$ cat src/rtl/axis_pkt_scheduler.sv
// rtl/axis_pkt_scheduler.sv - packetizes an AXI-Stream source into DMA-sized packets with gaps.
// Optional start-of-packet marker m_axis_tuser under macro PKT_SCHED_TUSER_EN.
module axis_pkt_scheduler #(
  parameter int DATA_W = 32,
  parameter int LEN_W  = 16,
  parameter int GAP_W  = 8
) (
  input  logic              axi_clk,
  input  logic              axi_rst,
  input  logic              cfg_start,
  input  logic              cfg_abort,
  input  logic [LEN_W-1:0]  cfg_pkt_len,
  input  logic [LEN_W-1:0]  cfg_pkt_cnt,
  input  logic [GAP_W-1:0]  cfg_gap,
  input  logic              s_axis_tvalid,
  output logic              s_axis_tready,
  input  logic [DATA_W-1:0] s_axis_tdata,
  output logic              m_axis_tvalid,
  input  logic              m_axis_tready,
  output logic [DATA_W-1:0] m_axis_tdata,
  output logic              m_axis_tlast,
  output logic              busy,
  output logic              done,
  output logic              cfg_err,
  output logic [LEN_W-1:0]  pkts_sent
`ifdef PKT_SCHED_TUSER_EN
  ,
  output logic              m_axis_tuser
`endif
);

  typedef enum logic [1:0] {IDLE, STREAM, GAP, DONE} state_t;

  state_t             state;
  logic [LEN_W-1:0]   len_q;
  logic [LEN_W-1:0]   cnt_q;
  logic [GAP_W-1:0]   gap_q;
  logic [LEN_W-1:0]   beat_cnt;
  logic [GAP_W-1:0]   gap_cnt;
  logic               abort_pend;
  logic               streaming;
  logic               xfer;
  logic               last_beat;
  logic [LEN_W-1:0]   pkts_next;

  // Pure pass-through: the only gating is the state, so the reset drops tvalid at once.
  assign streaming     = (state == STREAM);
  assign m_axis_tvalid = s_axis_tvalid & streaming;
  assign s_axis_tready = m_axis_tready & streaming;
  assign m_axis_tdata  = s_axis_tdata;
  assign xfer          = m_axis_tvalid & m_axis_tready;
  assign last_beat     = (beat_cnt == len_q - 1'b1);
  assign m_axis_tlast  = last_beat & m_axis_tvalid;
  assign pkts_next     = pkts_sent + 1'b1;

`ifdef PKT_SCHED_TUSER_EN
  assign m_axis_tuser  = m_axis_tvalid & (beat_cnt == '0);
`endif

  always_ff @(posedge axi_clk or posedge axi_rst) begin
    if (axi_rst) begin
      state      <= IDLE;
      len_q      <= '0;
      cnt_q      <= '0;
      gap_q      <= '0;
      beat_cnt   <= '0;
      gap_cnt    <= '0;
      abort_pend <= 1'b0;
      busy       <= 1'b0;
      done       <= 1'b0;
      cfg_err    <= 1'b0;
      pkts_sent  <= '0;
    end else begin
      done    <= 1'b0;
      cfg_err <= 1'b0;
      case (state)
        IDLE: begin
          if (cfg_start) begin
            if (cfg_pkt_len == '0 || cfg_pkt_cnt == '0) begin
              cfg_err <= 1'b1;
            end else begin
              len_q      <= cfg_pkt_len;
              cnt_q      <= cfg_pkt_cnt;
              gap_q      <= cfg_gap;
              pkts_sent  <= '0;
              beat_cnt   <= '0;
              abort_pend <= 1'b0;
              busy       <= 1'b1;
              state      <= STREAM;
            end
          end
        end
        STREAM: begin
          if (cfg_abort) abort_pend <= 1'b1;
          if (xfer) begin
            if (last_beat) begin
              beat_cnt <= '0;
              if (pkts_sent != cnt_q) pkts_sent <= pkts_next;
              // An abort only ends the run at a packet boundary.
              if (pkts_next == cnt_q || abort_pend || cfg_abort) begin
                busy  <= 1'b0;
                done  <= 1'b1;
                state <= DONE;
              end else if (gap_q != '0) begin
                gap_cnt <= gap_q;
                state   <= GAP;
              end
            end else begin
              beat_cnt <= beat_cnt + 1'b1;
            end
          end
        end
        GAP: begin
          if (cfg_abort) begin
            busy  <= 1'b0;
            done  <= 1'b1;
            state <= DONE;
          end else begin
            gap_cnt <= gap_cnt - 1'b1;
            if (gap_cnt == GAP_W'(1)) state <= STREAM;
          end
        end
        default: state <= IDLE;
      endcase
    end
  end

endmodule
$ cat config.mk
export PLATFORM = sky130hd
export DESIGN_NAME = axis_pkt_scheduler
export DESIGN_NICKNAME = d
export VERILOG_FILES = /design/src/rtl/axis_pkt_scheduler.sv
export SDC_FILE = /design/constraint.sdc
export NUM_CORES = 1
export LEC_CHECK = 0
export ABC_CLOCK_PERIOD_IN_PS = 4250
export BUFFER_PORTS_ARGS = -buffer_cell sky130_fd_sc_hd__buf_2
export CAP_MARGIN = 25
export CORE_ASPECT_RATIO = 0.5
export CORE_UTILIZATION = 50
export DETAILED_ROUTE_END_ITERATION = 6
export PLACE_DENSITY = 0.82
export SYNTH_ARGS = -nofsm -noshare
export SYNTH_HDL_FRONTEND = slang
export SYNTH_SLANG_ARGS = --single-unit
$ cat constraint.sdc
create_clock -name axi_clk -period 4.25 [get_ports axi_clk]
set_input_delay 0.425 -clock axi_clk [delete_from_list [all_inputs] [get_ports axi_clk]]
set_output_delay 0.425 -clock axi_clk [all_outputs]
set_load 0.01 [all_outputs]
# Yosys cells after proc, flatten, opt, wreduce, memory -nomap -nowiden

Index checks and enable logic that the tools add are counted.

Bits in registers: 86
Input port bits: 78
Output and inout port bits: 54
Word-level logic and storage cells: 99

Bitwise gates (word level): 5
Muxes and demuxes: 43
Add/subtract/negate cells: 4
Equality and inequality tests: 19
Reductions and logical operators: 17

Operators by type and width:

| kind                    | number |
|---|---|
| $mux W16                | 7 |
| $pmux W16 S2            | 2 |
| $mux W8                 | 5 |
| $add A16 B1 Y16 const B | 2 |
| $eq A16 B16 Y1          | 2 |
| $logic_not A16 Y1       | 2 |
| $reduce_and A6 Y1       | 3 |
| $mux W1                 | 16 |
| $mux W2                 | 8 |
| $ne A16 B16 Y1          | 1 |
| $pmux W8 S2             | 1 |
| $sub A16 B1 Y16 const B | 1 |
| $ne A2 B2 Y1 const B    | 6 |
| $ne A2 B1 Y1 const B    | 5 |
| $eq A8 B1 Y1 const B    | 1 |
| $reduce_and A4 Y1       | 2 |
| $reduce_bool A8 Y1      | 1 |
| $sub A8 B1 Y8 const B   | 1 |
| $reduce_and A7 Y1       | 1 |
| $pmux W2 S3             | 1 |
| $and A1 B1 Y1           | 4 |
| $pmux W1 S2             | 2 |
| $reduce_bool A2 Y1      | 2 |
| $logic_or A1 B1 Y1      | 3 |
| other kinds (9)         | 9 |

# Longest topological paths before layout

Word-level depth: 8
Mapped depth: 12

# Worst setup path after synthesis

No wires, ideal clock.

Kind: reg-to-reg
From: register len_q[0]
To: register gap_cnt[7]
Slack: 1,018 ps
Period minus slack after synthesis: 3,232 ps
Data arrival time: 3,086 ps
Cell stages (with the launch flop): 11
Data required time: 4,104 ps
Path buffers: 0
Path through: dfrtp_1 -> inv_1 -> ha_1 -> or4b_1 -> nor4_1 -> mux2i_1 -> nand4_1 -> or4_4 -> o31a_1 -> o41ai_2 -> a222oi_1

Word-level cells in the longest chain between the ends: 4

Ends and longest elaborated chain:

| what                        | RTL line | text |
|---|---|---|
| start: declaration          | 35       | `logic [LEN_W-1:0] len_q;` |
| start signal: assignment    | 82       | `len_q <= cfg_pkt_len;` |
| $sub A16 B1 Y16             | 52       | `assign last_beat = (beat_cnt == len_q - 1'b1);` |
| $eq A16 B16 Y1              | 52       |  |
| $ne A2 B1 Y1 (no line)      | --       |  |
| $reduce_and A6 Y1 (no line) | --       |  |
| end signal: assignment      | 105      | `gap_cnt <= gap_q;` |
| end signal: assignment      | 119      | `gap_cnt <= gap_cnt - 1'b1;` |
| end: declaration            | 39       | `logic [GAP_W-1:0] gap_cnt;` |

No other way between the ends.
A chain may end at the register's enable or synchronous reset.

# Worst setup path in the final report

Same ends and word-level chain as after synthesis.

==> qor.yml <==
grt:
  grt.total_usage_pct: 23.7
  grt_max_degree: 56
  grt_overflow: 0
  grt_antenna_before_repair: 0
  grt_pass1_wl_um: 22500
  grt_pass1_vias: 4560
logic_synthesis:
  synth_top_area_share_pct: 37.8
  ys_async_sr_fraction_pct: 100
  synth_fp_nets: 689
  postSynthCellCount: 602
  yosys.cell_types.count: 73
  ys_top_cells_by_area: "dfrtp_1, mux2_2, xnor2_1, buf_4, xor2_1"
  ys_ff_latch: 86
  synthTopCellsByCount: "dfrtp_1, nand2_1, mux2_2, nor2_1, buf_4"
  synth-edff-count: 0
  yosys_warnings: 0
  synth_ff_type: "dfrtp_1"
  synth.cell_area_um2: 5700
  avgSynthCellArea_um2: 9.47
  yosysTopAreaCell: "dfrtp_1"
  synth.most_common_cell: "dfrtp_1"
  ys_seq_area_share_pct: 37.8
sta:
  worst-slew-pin-transition_ns: 0.708
  fmax_mhz: 270
  hold_violations: 0
  setup_viol_count_final: 0
  fin_crit_sh_pct: 87.0
  min_period_ns: 3.70
  setup-tns-final_ns: 0
  worst_slew_margin_rel_pct: 52.4
  rsz0062_at_grt: "false"
  drv_slew: 0
  clock_skew_ns: 0.00588
  whs_ns: 0.0287
power_and_ir_drop:
  p_sw_w: 0.000418
  peakVddDrop_mv: 0.196
  power_frac_seq_pct: 48.8
  power_density_nw_per_um2: 287
  combPwrFrac_pct: 7.9
  intPower_w: 0.00136
  p_clk_share_pct: 43.3
  switching_share_pct: 23.5
  leakage_nw: 2.83
clock_network:
  cts_max_level: 3
  clkTransAtPathRegs_ns: 0.06
  cts_buffers: 9
  cts_sinks: 86
  clockRootBuffer: "clkbuf_16"
  holdBufCountCts: 0
  postCtsSetupBuffers: 0
  cts_tree: "done"
  clk_latency_ns: 0.34
  clockBufferDepth: 2
  ctsResizeCount: 0
setup_path:
  cp-endpoint: "gap_cnt[7]"
  crit_fanout: 6
  crit_buf_inv: 1
  cp.required_ns: 4.43
  critPathSlowestCell: "or4_4"
  r2r_end: "gap_cnt[7]"
  crit_path_cell_trace: "inv_1 -> ha_1 -> or4b_1 -> nor4_1 -> mux2i_1 -> nand4_1 -> or4_4 -> o31a_1 -> o41ai_2 -> a222oi_1"
  worst-path-stages: 10
  arrival_ns: 3.88
  critPathLaunch: "len_q[0]"
  r2r_cells: 10
  cp-end-kind: "flip-flop"
  critPathMaxStageDelay_ns: 0.60
  cp_top_family: "simple AND/OR/NAND/NOR gates"
  worstSetupPathType: "flip-flop to flip-flop"
  timing.rr.start: "len_q[0]"
  ff2ff_setup_slack_ns: 0.55
  critPathLaunchType: "flip-flop"
placed_design:
  place_inst: 757
  portBuffers: 67
  hpwl_um: 9700
  gp_congestion: 0.942
status:
  outcome: "completed"
floorplan:
  fp.dieW_um: 153
  die_y_um: 77.5
  num_rows: 27
  start_util_pct: 51.6
  die-area_um2: 11900
  num_io_pins: 132
  fp.coreArea_um2: 11000
route:
  drt_iter0_drc: 642
  vias_per_cell: 6.20
  dr.pass1.iters: 6
  wl_um: 13400
  ant_nets: 0
  drc_errors: 0
  dr_total_vias: 4779
  wl_per_cell_um: 17.4
layout:
  drive_gt1_share_pct: 23.6
  multi_input_area_um2: 3080
  final_nets: 711
  fin_util_pct: 56.1
  final_cells: 771
  antenna_cells: 0
  seq_area_um2: 2150
  nFillCells: 944
  syn_to_final_growth_pct: 8.65
flow_run:
  maxCapViolCount: 0
min_path:
  min_path_type: "input port to asynchronous set/reset pin"
==> metrics by stage <==
| step | setup slack (ns) | area (µm²) | power (W) |
|---|---|---|---|
| floorplan | 1.02 | 5700 | 0.000992 |
| finish | 0.552 | 6190 | 0.00178 |
| global route | 0.328 | 6190 | 0.00184 |
| global placement | 0.809 | 5900 | 0.00101 |
| CTS | 0.607 | 6170 | 0.00178 |
| detailed placement | 0.723 | 5900 | 0.00102 |
==> worst reg2reg max path: stages, from the launching register on <==
cell      delay, ns
dfrtp_1        0.42
inv_1          0.08
ha_1           0.23
or4b_1         0.56
nor4_1         0.33
mux2i_1        0.27
nand4_1        0.20
or4_4          0.60
o31a_1         0.35
o41ai_2        0.35
a222oi_1       0.17
==> cells in the final DEF, fill, tap and decap left out, types with 3 or more instances in the layout <==
| master | instances |
|---|---|
| dfrtp_1 | 86 |
| buf_2 | 67 |
| nand2_1 | 44 |
| mux2_2 | 43 |
| nor2_1 | 37 |
| xnor2_1 | 31 |
| inv_1 | 24 |
| nor3_1 | 22 |
| o21ai_0 | 20 |
| xor2_1 | 20 |
| nor4_1 | 18 |
| nand3_1 | 16 |
| a21oi_1 | 15 |
| nand4_1 | 15 |
| o31ai_1 | 13 |
| ha_1 | 9 |
| clkbuf_16 | 9 |
| nand3b_1 | 8 |
| and3_1 | 7 |
| nor2b_1 | 7 |
| mux2i_1 | 6 |
| and2_1 | 6 |
| a31oi_1 | 6 |
| buf_4 | 6 |
| or4_1 | 5 |
| o211ai_1 | 5 |
| a22o_1 | 4 |
| o41ai_1 | 4 |
| a222oi_1 | 4 |
| o221ai_1 | 4 |
| a41o_1 | 3 |
==> worst min-delay path by stage <==
stage / from / end / slack [ns] / cells past startpoint
2_1_floorplan: gap_cnt[5] / gap_cnt[5] / 0.47 / 2
3_3_place_gp: gap_q[7] / gap_q[7] / 0.49 / 1
3_5_place_dp: gap_q[7] / gap_q[7] / 0.50 / 1
4_1_cts: axi_rst / cfg_err / 0.30 / 2
5_1_grt: axi_rst / cfg_err / 0.06 / 2
6_report: axi_rst / len_q[1] / 0.03 / 2
==> power groups by stage <==
stage	Clock [W]	Combinational, W	Sequential (W)
final	0.000770	0.000140	0.000868
after global routing	0.000814	0.000155	0.000870
after CTS	0.000779	0.000137	0.000866
after detailed placement	0	0.000136	0.000882
after global placement	0	0.000133	0.000880
after floorplan	0	0.000118	0.000874
==> cell families after synthesis <==
family	synth area share [%]
mux	9.75
buf+inv	8.25
compound gates	14.5
simple gates	20.0
fa+ha+maj	1.98
xor+xnor	7.84
flops	37.8
==> per-layer routing <==
metal  share of wire (%)  global-route usage, %
met1                  45                   32.0
met2                  46                   37.3
met4                 2.0                   8.79
met5                   0                      0
met3                 7.4                   5.31
==> flip-flops by register name, indices dropped and copies added (netlist names) <==
signal,cells
done,1
pkts_sent,16
cfg_err,1
abort_pend,1
cnt_q,16
beat_cnt,16
busy,1
state,2
gap_q,8
len_q,16
gap_cnt,8
==> layout make-up <==
class / count / area share [%]
clock buffers: 11 / 3.92
clock inverters: 2 / 0.566
inverters: 26 / 1.60
multi-input cells: 427 / 49.8
flip-flops and latches: 86 / 34.7
well taps: 145 / 2.93
repair buffers: 74 / 6.46
Power figures use the tool's default switching activity.
